[src/rtl/display_scan_scheduler.sv]
// display_scan_scheduler
//   Time-multiplexed scan scheduler for a four-digit common-anode display.
//   A prescaler divides clk down to one slot per DIV cycles. Slots rotate
//   0,1,2,3. Each slot begins with BLANK dead cycles to suppress ghosting.
//   A 16-bit shadow register holds the displayed digits. It is reloaded
//   from digits_in only at a frame boundary, so a frame never mixes old
//   and new values.
//
// Parameters
//   DIV    clk cycles per digit slot (2..65535)
//   BLANK  dead-time cycles at the start of each slot (0..DIV-1)
//
// Ports
//   clk          system clock, rising edge
//   rst          asynchronous reset, active high
//   en           scan enable; while low the prescaler and slot index hold
//   digits_in    four nibbles, digit k = bits 4k+3..4k
//   upd_req      load request, held high until acknowledged
//   upd_ack      one-cycle acknowledge; shadow captures digits_in on that edge
//   digit_sel    current slot index
//   anode_n      active-low one-hot digit enable
//   nibble       shadow nibble for the current slot
//   frame_start  high in the last cycle of slot 3 (frame boundary)
//
// Optional feature
//   SCAN_LEADING_ZERO_BLANK_EN: when defined, slots 3..1 are blanked while
//   their shadow digit and every higher digit are zero. Slot 0 always shows.

module display_scan_scheduler #(
  parameter int unsigned DIV   = 50000,
  parameter int unsigned BLANK = 4
) (
  input  logic        clk,
  input  logic        rst,
  input  logic        en,
  input  logic [15:0] digits_in,
  input  logic        upd_req,
  output logic        upd_ack,
  output logic [1:0]  digit_sel,
  output logic [3:0]  anode_n,
  output logic [3:0]  nibble,
  output logic        frame_start
);

  localparam logic [15:0] LAST = 16'(DIV - 1);

  logic [15:0] count;
  logic [15:0] shadow;
  logic        tick;
  logic        in_dead;
  logic        lz_blank;

  assign tick = en && (count == LAST);

  // rst gating keeps the strobes low throughout reset, not only once the
  // asynchronous clear has propagated through count.
  assign frame_start = !rst && tick && (digit_sel == 2'd3);
  assign upd_ack     = frame_start && upd_req;

  always_ff @(posedge clk or posedge rst) begin
    if (rst) begin
      count     <= '0;
      digit_sel <= '0;
      shadow    <= '0;
    end else begin
      if (tick) begin
        count     <= '0;
        digit_sel <= digit_sel + 2'd1;
      end else if (en) begin
        count <= count + 16'd1;
      end
      if (upd_ack) begin
        shadow <= digits_in;
      end
    end
  end

  always_comb begin
    nibble = '0;
    case (digit_sel)
      2'd0: nibble = shadow[3:0];
      2'd1: nibble = shadow[7:4];
      2'd2: nibble = shadow[11:8];
      2'd3: nibble = shadow[15:12];
      default: nibble = '0;
    endcase
  end

  // With BLANK=0 there is no dead time at all. The comparison is elided
  // because count < 0 can never be true.
  generate
    if (BLANK == 0) begin : g_no_dead
      assign in_dead = 1'b0;
    end else begin : g_dead
      localparam logic [15:0] BLANK_C = 16'(BLANK);
      assign in_dead = (count < BLANK_C);
    end
  endgenerate

`ifdef SCAN_LEADING_ZERO_BLANK_EN
  // Each zN is true when digit N and all digits above it are zero.
  logic z3;
  logic z2;
  logic z1;

  assign z3 = (shadow[15:12] == 4'h0);
  assign z2 = z3 && (shadow[11:8] == 4'h0);
  assign z1 = z2 && (shadow[7:4]  == 4'h0);

  always_comb begin
    lz_blank = 1'b0;
    case (digit_sel)
      2'd3: lz_blank = z3;
      2'd2: lz_blank = z2;
      2'd1: lz_blank = z1;
      default: lz_blank = 1'b0;
    endcase
  end
`else
  assign lz_blank = 1'b0;
`endif

  always_comb begin
    anode_n = '1;
    if (!rst && en && !in_dead && !lz_blank) begin
      anode_n = ~(4'b0001 << digit_sel);
    end
  end

endmodule

[config.mk]
export PLATFORM = sky130hd
export DESIGN_NAME = display_scan_scheduler
export DESIGN_NICKNAME = d
export VERILOG_FILES = /design/src/rtl/display_scan_scheduler.sv
export SDC_FILE = /design/constraint.sdc
export NUM_CORES = 1
export LEC_CHECK = 0
export CAP_MARGIN = 40
export CORE_MARGIN = 3
export CORE_UTILIZATION = 52
export CTS_CLUSTER_SIZE = 20
export DETAILED_ROUTE_END_ITERATION = 10
export PLACE_DENSITY = 0.79
export SLEW_MARGIN = 20
export SYNTH_ARGS = -nofsm -noshare
export SYNTH_HDL_FRONTEND = slang
export SYNTH_SLANG_ARGS = --single-unit
[constraint.sdc]
create_clock -name clk -period 2.38 [get_ports clk]
set_clock_uncertainty 0.2 [all_clocks]
set_input_delay 0.357 -clock clk [delete_from_list [all_inputs] [get_ports clk]]
set_output_delay 0.357 -clock clk [all_outputs]
set_load 0.03 [all_outputs]
After elaboration in Yosys (flattened, before gate mapping)
Index checks and enable logic that the tools add are counted.
{"block": "totals", "inputBits": 20, "out_inout_bits": 12, "register_bits": 34, "word_cells": 26}
{"block": "classes", "shifts": 1, "magnitude_cmp": 1, "n_reduce_logical": 10, "bitwise": 1, "add_sub_neg": 2, "muxes": 4, "eq_ne": 4}
{"cell": "16-bit two-way mux", "count": 2}
{"cell": "16-bit by 1-bit adder with 16-bit output (second input constant)", "count": 1}
{"cell": "16-bit == test (second input constant)", "count": 1}
{"cell": "16-bit by 3-bit < comparator with 1-bit output (second input constant)", "count": 1}
{"cell": "4-bit one-hot mux with 4 select lines", "count": 1}
{"cell": "1-bit logical AND", "count": 6}
{"cell": "2-bit == test (second input constant)", "count": 2}
{"cell": "4-bit two-way mux", "count": 1}
{"cell": "4-bit inverter", "count": 1}
{"cell": "1-bit by 2-bit << shifter with 4-bit output (first input constant)", "count": 1}
{"cell": "2-bit by 1-bit adder with 2-bit output (second input constant)", "count": 1}
{"cell": "2-bit by 1-bit == test with 1-bit output (second input constant)", "count": 1}
{"cell": "1-bit logical NOT", "count": 2}
{"cell": "2-bit logical NOT", "count": 1}
{"cell": "2-bit nonzero test", "count": 1}

Longest topological paths before layout
{"block": "depth", "ltp_word": 5, "ltp_mapped": 6, "ltp_nobuf": 5}

Least setup slack after synthesis
OpenSTA, ideal clock, no wires.
{"block": "synth_path", "path_type": "input to register", "start": "input port rst", "end": "register shadow[0]", "path_buffers": 1, "slack_ns": -0.303, "setup_ns": 0.125, "t_arrival_ns": 2.358, "t_required_ns": 2.055, "cell_stages": 5, "cell_sequence": "inv_1 nand3_1 nor4_4 buf_8 mux2_4"}
{"block": "synth_via", "elab_chain_cells": 4}
{"element": "start: declaration", "line_no": "34", "text": "input logic rst,"}
{"element": "1-bit logical NOT", "line_no": "57", "text": "assign frame_start = !rst && tick && (digit_sel == 2'd3);"}
{"element": "1-bit logical AND (2 in a row)", "line_no": "57"}
{"element": "1-bit logical AND", "line_no": "58", "text": "assign upd_ack = frame_start && upd_req;"}
{"element": "end signal: assignment", "line_no": "73", "text": "shadow <= digits_in;"}
{"element": "end: declaration", "line_no": "48", "text": "logic [15:0] shadow;"}
Every way passes these cells.
A chain may end at the register's enable or synchronous reset.

Final worst setup path
{"block": "layout_path", "start": "register count[0]", "end": "output port upd_ack"}
{"block": "layout_via", "elab_chain_cells": 5}
{"element": "start: declaration", "line_no": "47", "text": "logic [15:0] count;"}
{"element": "start signal: assignment", "line_no": "70", "text": "count <= count + 16'd1;"}
{"element": "16-bit == test", "line_no": "53", "text": "assign tick = en && (count == LAST);"}
{"element": "1-bit logical AND", "line_no": "53"}
{"element": "1-bit logical AND (2 in a row)", "line_no": "57"}
{"element": "1-bit logical AND", "line_no": "58"}
{"element": "end: declaration", "line_no": "38", "text": "output logic upd_ack,"}
Every way passes these cells.

==> summary.md <==
| Metric | Value |
|---|---|
| Sequential power share | `0.530` |
| Arr. time, crit path | `1.93 ns` |
| Crit Path Class | `register to output port` |
| Cell count after synthesis | `~150` |
| Sequential standard cell area | `between 800 and 900 sq um` |
| Bufs on Longest Clock Path | `2` |
| Most common cell after layout, fill and taps aside | `dfrtp_1` |
| R2R Setup Slk | `approximately 0.12 ns` |
| Final ANT Viol Nets | `0` |
| # placed instances | `approximately 240` |
| 1st-iter DRT viols | `94` |
| Avg Inst Size Synth | `11.5 sq um` |
| Crit-path max FO | `3` |
| Library cells used by synthesis | `30` |
| Worst path most repeated cell | `buf_6` |
| Nets@finish | `~240` |
| Max cap viols | `0` |
| Initial Util | `0.563` |
| FP Rows | `20` |
| CP Data Required Time | `around 1.8 ns` |
| Sequential element share of the synthesized area | `0.479` |
| Initial antenna violation count | `0` |
| Endpoints failing setup | `2` |
| Crit path time final | `2.49 ns` |
| Share of post-route cells with drive strength above 1 | `0.348` |
| Sw Ratio | `0.312` |
| Fin crit share | `1.05` |
| Clk network pwr share | `0.252` |
| Max-slew violation count | `0` |
| WHS | `around 0.23 ns` |
| Worst path max stage delay | `0.47 ns` |
| Die area | `0.00415 sq mm` |
| Most frequent cells in the layout | `dfrtp_1 (32), buf_4 (24), clkdlybuf4s50_1 (21), nand2_1 (11)` |
| Fillers | `around 220` |
| Core ar. | `roughly 0.0032 sq mm` |
| Vias in the first global route | `1473` |
| Critical-path cell list | `ha_2 -> nand4_2 -> or4_4 -> buf_6 -> nor3_4 -> buf_6` |
| Crit end category | `output port` |
| Area grow syn2layout | `35.2%` |
| Routability-driven placement congestion ratio | `0.862` |
| GRT Util Overall | `0.227` |
| Final Hold Fails | `0` |
| Drt total wl | `around 4400 um` |
| Startpoint types | `register` |
| First-pass GRT wire length | `7180 um` |
| # clock sinks | `34` |
| Fin cells | `254` |
| DR DRC count | `0` |
| Peak VDD IR | `0.467 mV` |
| DR pass1 iterations | `4` |
| Skew-Pair Late Insertion Delay | `0.33 ns` |
| IO Pins | `32` |
| Synthesized flop and latch total | `34` |
| Syn_nets | `180` |
| Post-Layout Inst Area | `0.00240 sq mm` |
| I/O Buffers | `31` |
| NetSw | `approximately 0.4 mW` |
| LEAKAGE | `1.06 nW` |
| PD cells | `approximately 540 mW/mm^2` |
| Grt ovf | `0` |
| Pin count of the biggest net entering global routing | `21` |
| Die Ht | `64.5 um` |
| Worst Max-Slew Pin Slew | `0.371 ns` |
| Hold Path Class | `primary input to asynchronous set/reset pin` |
| Htree depth | `2` |
| Max frequency | `0.401 GHz` |
| Reg clk slew, reported paths | `around 0.1 ns` |
| P_int | `0.894 mW` |
| Slowest CP cell | `or4_4` |
| Final Util | `0.762` |
| RSZ-0062 raised after global routing | `yes` |
| Cts bufs inserted | `5` |
| CTS tree | `done` |
| DP Area | `approximately 0.0023 sq mm` |
| Avg WL per Cell | `17.4 um` |
| Final setup margin | `-0.111 ns` |
| Footprint of the multi-input gates | `just over 900 sq um` |
| Sum Neg Setup Slack | `-0.219 ns` |
| Vias per inst | `5.52` |
| Hold_buf cts | `0` |
| Status | `finished, violations left` |
| Logic pwr share | `0.218` |
| DR vias | `1403` |
| Estimated wirelength of the detail-placed design | `slightly above 3000 um` |
| Die X | `about 64 um` |
| Violated checks | `setup timing` |
| Clock root buffer master | `clkbuf_4` |
| Worst rel slew slack | `0.751` |
| # diodes | `0` |
| Mapped Area | `0.00178 sq mm` |
| Ys Warns | `0` |
## state kept, by name, indices dropped and copies added (netlist names)
name	cells
shadow	16
digit_sel	2
count	16
## cells in the mapped netlist
cell type,instances,area share
mux2_4,10,0.085
o21ai_0,1,0.0028
dfrtp_1,34,0.48
nand2_2,1,0.0035
nor2_1,11,0.023
nand3_1,6,0.017
nand4_2,1,0.0070
or2_2,1,0.0035
buf_1,1,0.0021
a222oi_1,4,0.023
nor3_1,7,0.020
nor3_2,1,0.0056
or3_1,1,0.0035
inv_1,12,0.025
o211ai_1,1,0.0042
xnor2_1,10,0.049
nand4_1,6,0.021
and3_1,2,0.0070
buf_2,2,0.0056
ha_1,6,0.042
nor4_4,2,0.024
a41oi_1,1,0.0049
o22ai_1,1,0.0035
nor4_1,3,0.011
mux2i_1,5,0.028
or4_1,1,0.0042
buf_8,1,0.0084
mux2_2,7,0.044
nand2_1,11,0.023
xor2_1,4,0.020
## layout make-up
type	instances	area share
inverters	12	0.0203
clock inverters	1	0.00208
flip-flops and latches	34	0.355
well taps	44	0.0229
clock buffers	7	0.0229
repair buffers	52	0.194
multi-input cells	104	0.383
## stage by stage
stage / setup WS, ns / total power [mW]
final: -0.111 / 1.30
after global routing: -0.209 / 1.37
after CTS: -0.114 / 1.30
after detailed placement: -0.196 / 0.955
after global placement: -0.185 / 0.941
after floorplan: -0.0121 / 0.847
## metal layers
layer | vias to the layer above | routed length, um | GRT usage
li1 | 654 | - | -
met1 | 691 | 1900 | 0.286
met2 | 50 | 2230 | 0.381
met3 | 8 | 241 | 0.0711
met4 | 0 | 47 | 0.0528
met5 | - | 0 | 0
## worst paths after layout
| kind | cells after the start | from | end |
|---|---|---|---|
| setup / recovery | 6 | count[0] | upd_ack |
| hold / removal | 3 | rst | digit_sel[1] |
| setup reg to reg | 5 | count[12] | shadow[2] |
| hold reg to reg | 1 | count[7] | count[7] |
| max in group asynchronous | 4 | rst | count[12] |
| min in group clk | 1 | count[7] | count[7] |
## cell families after synthesis
logic type | Yosys count | synth area share
AOI/OAI and AO/OA | 8 | 0.0380
and+or+nand+nor | 54 | 0.173
DFF | 34 | 0.479
muxes | 22 | 0.157
adders and majority gates | 6 | 0.0423
buffers and inverters | 16 | 0.0415
xor gates and xnor gates | 14 | 0.0690
## timing repair
action,4_1_cts,5_1_grt
resized for setup,27,16
gates cloned,0,0
buffers inserted,1,2
setup endpoints to repair,7,10
pin swaps,6,5
## critical path: cells and delay by family (launching register included)
kind	cells	cell delay, ns
simple gates	3	0.70
buf+inv	2	0.30
flops	1	0.41
fa+ha+maj	1	0.21
## power by group through the flow
| stage | registers, mW | logic [mW] | clock network [mW] |
|---|---|---|---|
| after floorplan | 0.690 | 0.158 | 0 |
| after global placement | 0.691 | 0.250 | 0 |
| after detailed placement | 0.696 | 0.259 | 0 |
| after CTS | 0.687 | 0.278 | 0.339 |
| after global routing | 0.697 | 0.306 | 0.372 |
| final | 0.688 | 0.283 | 0.327 |
Note: power is estimated with default switching activity, not from simulation.
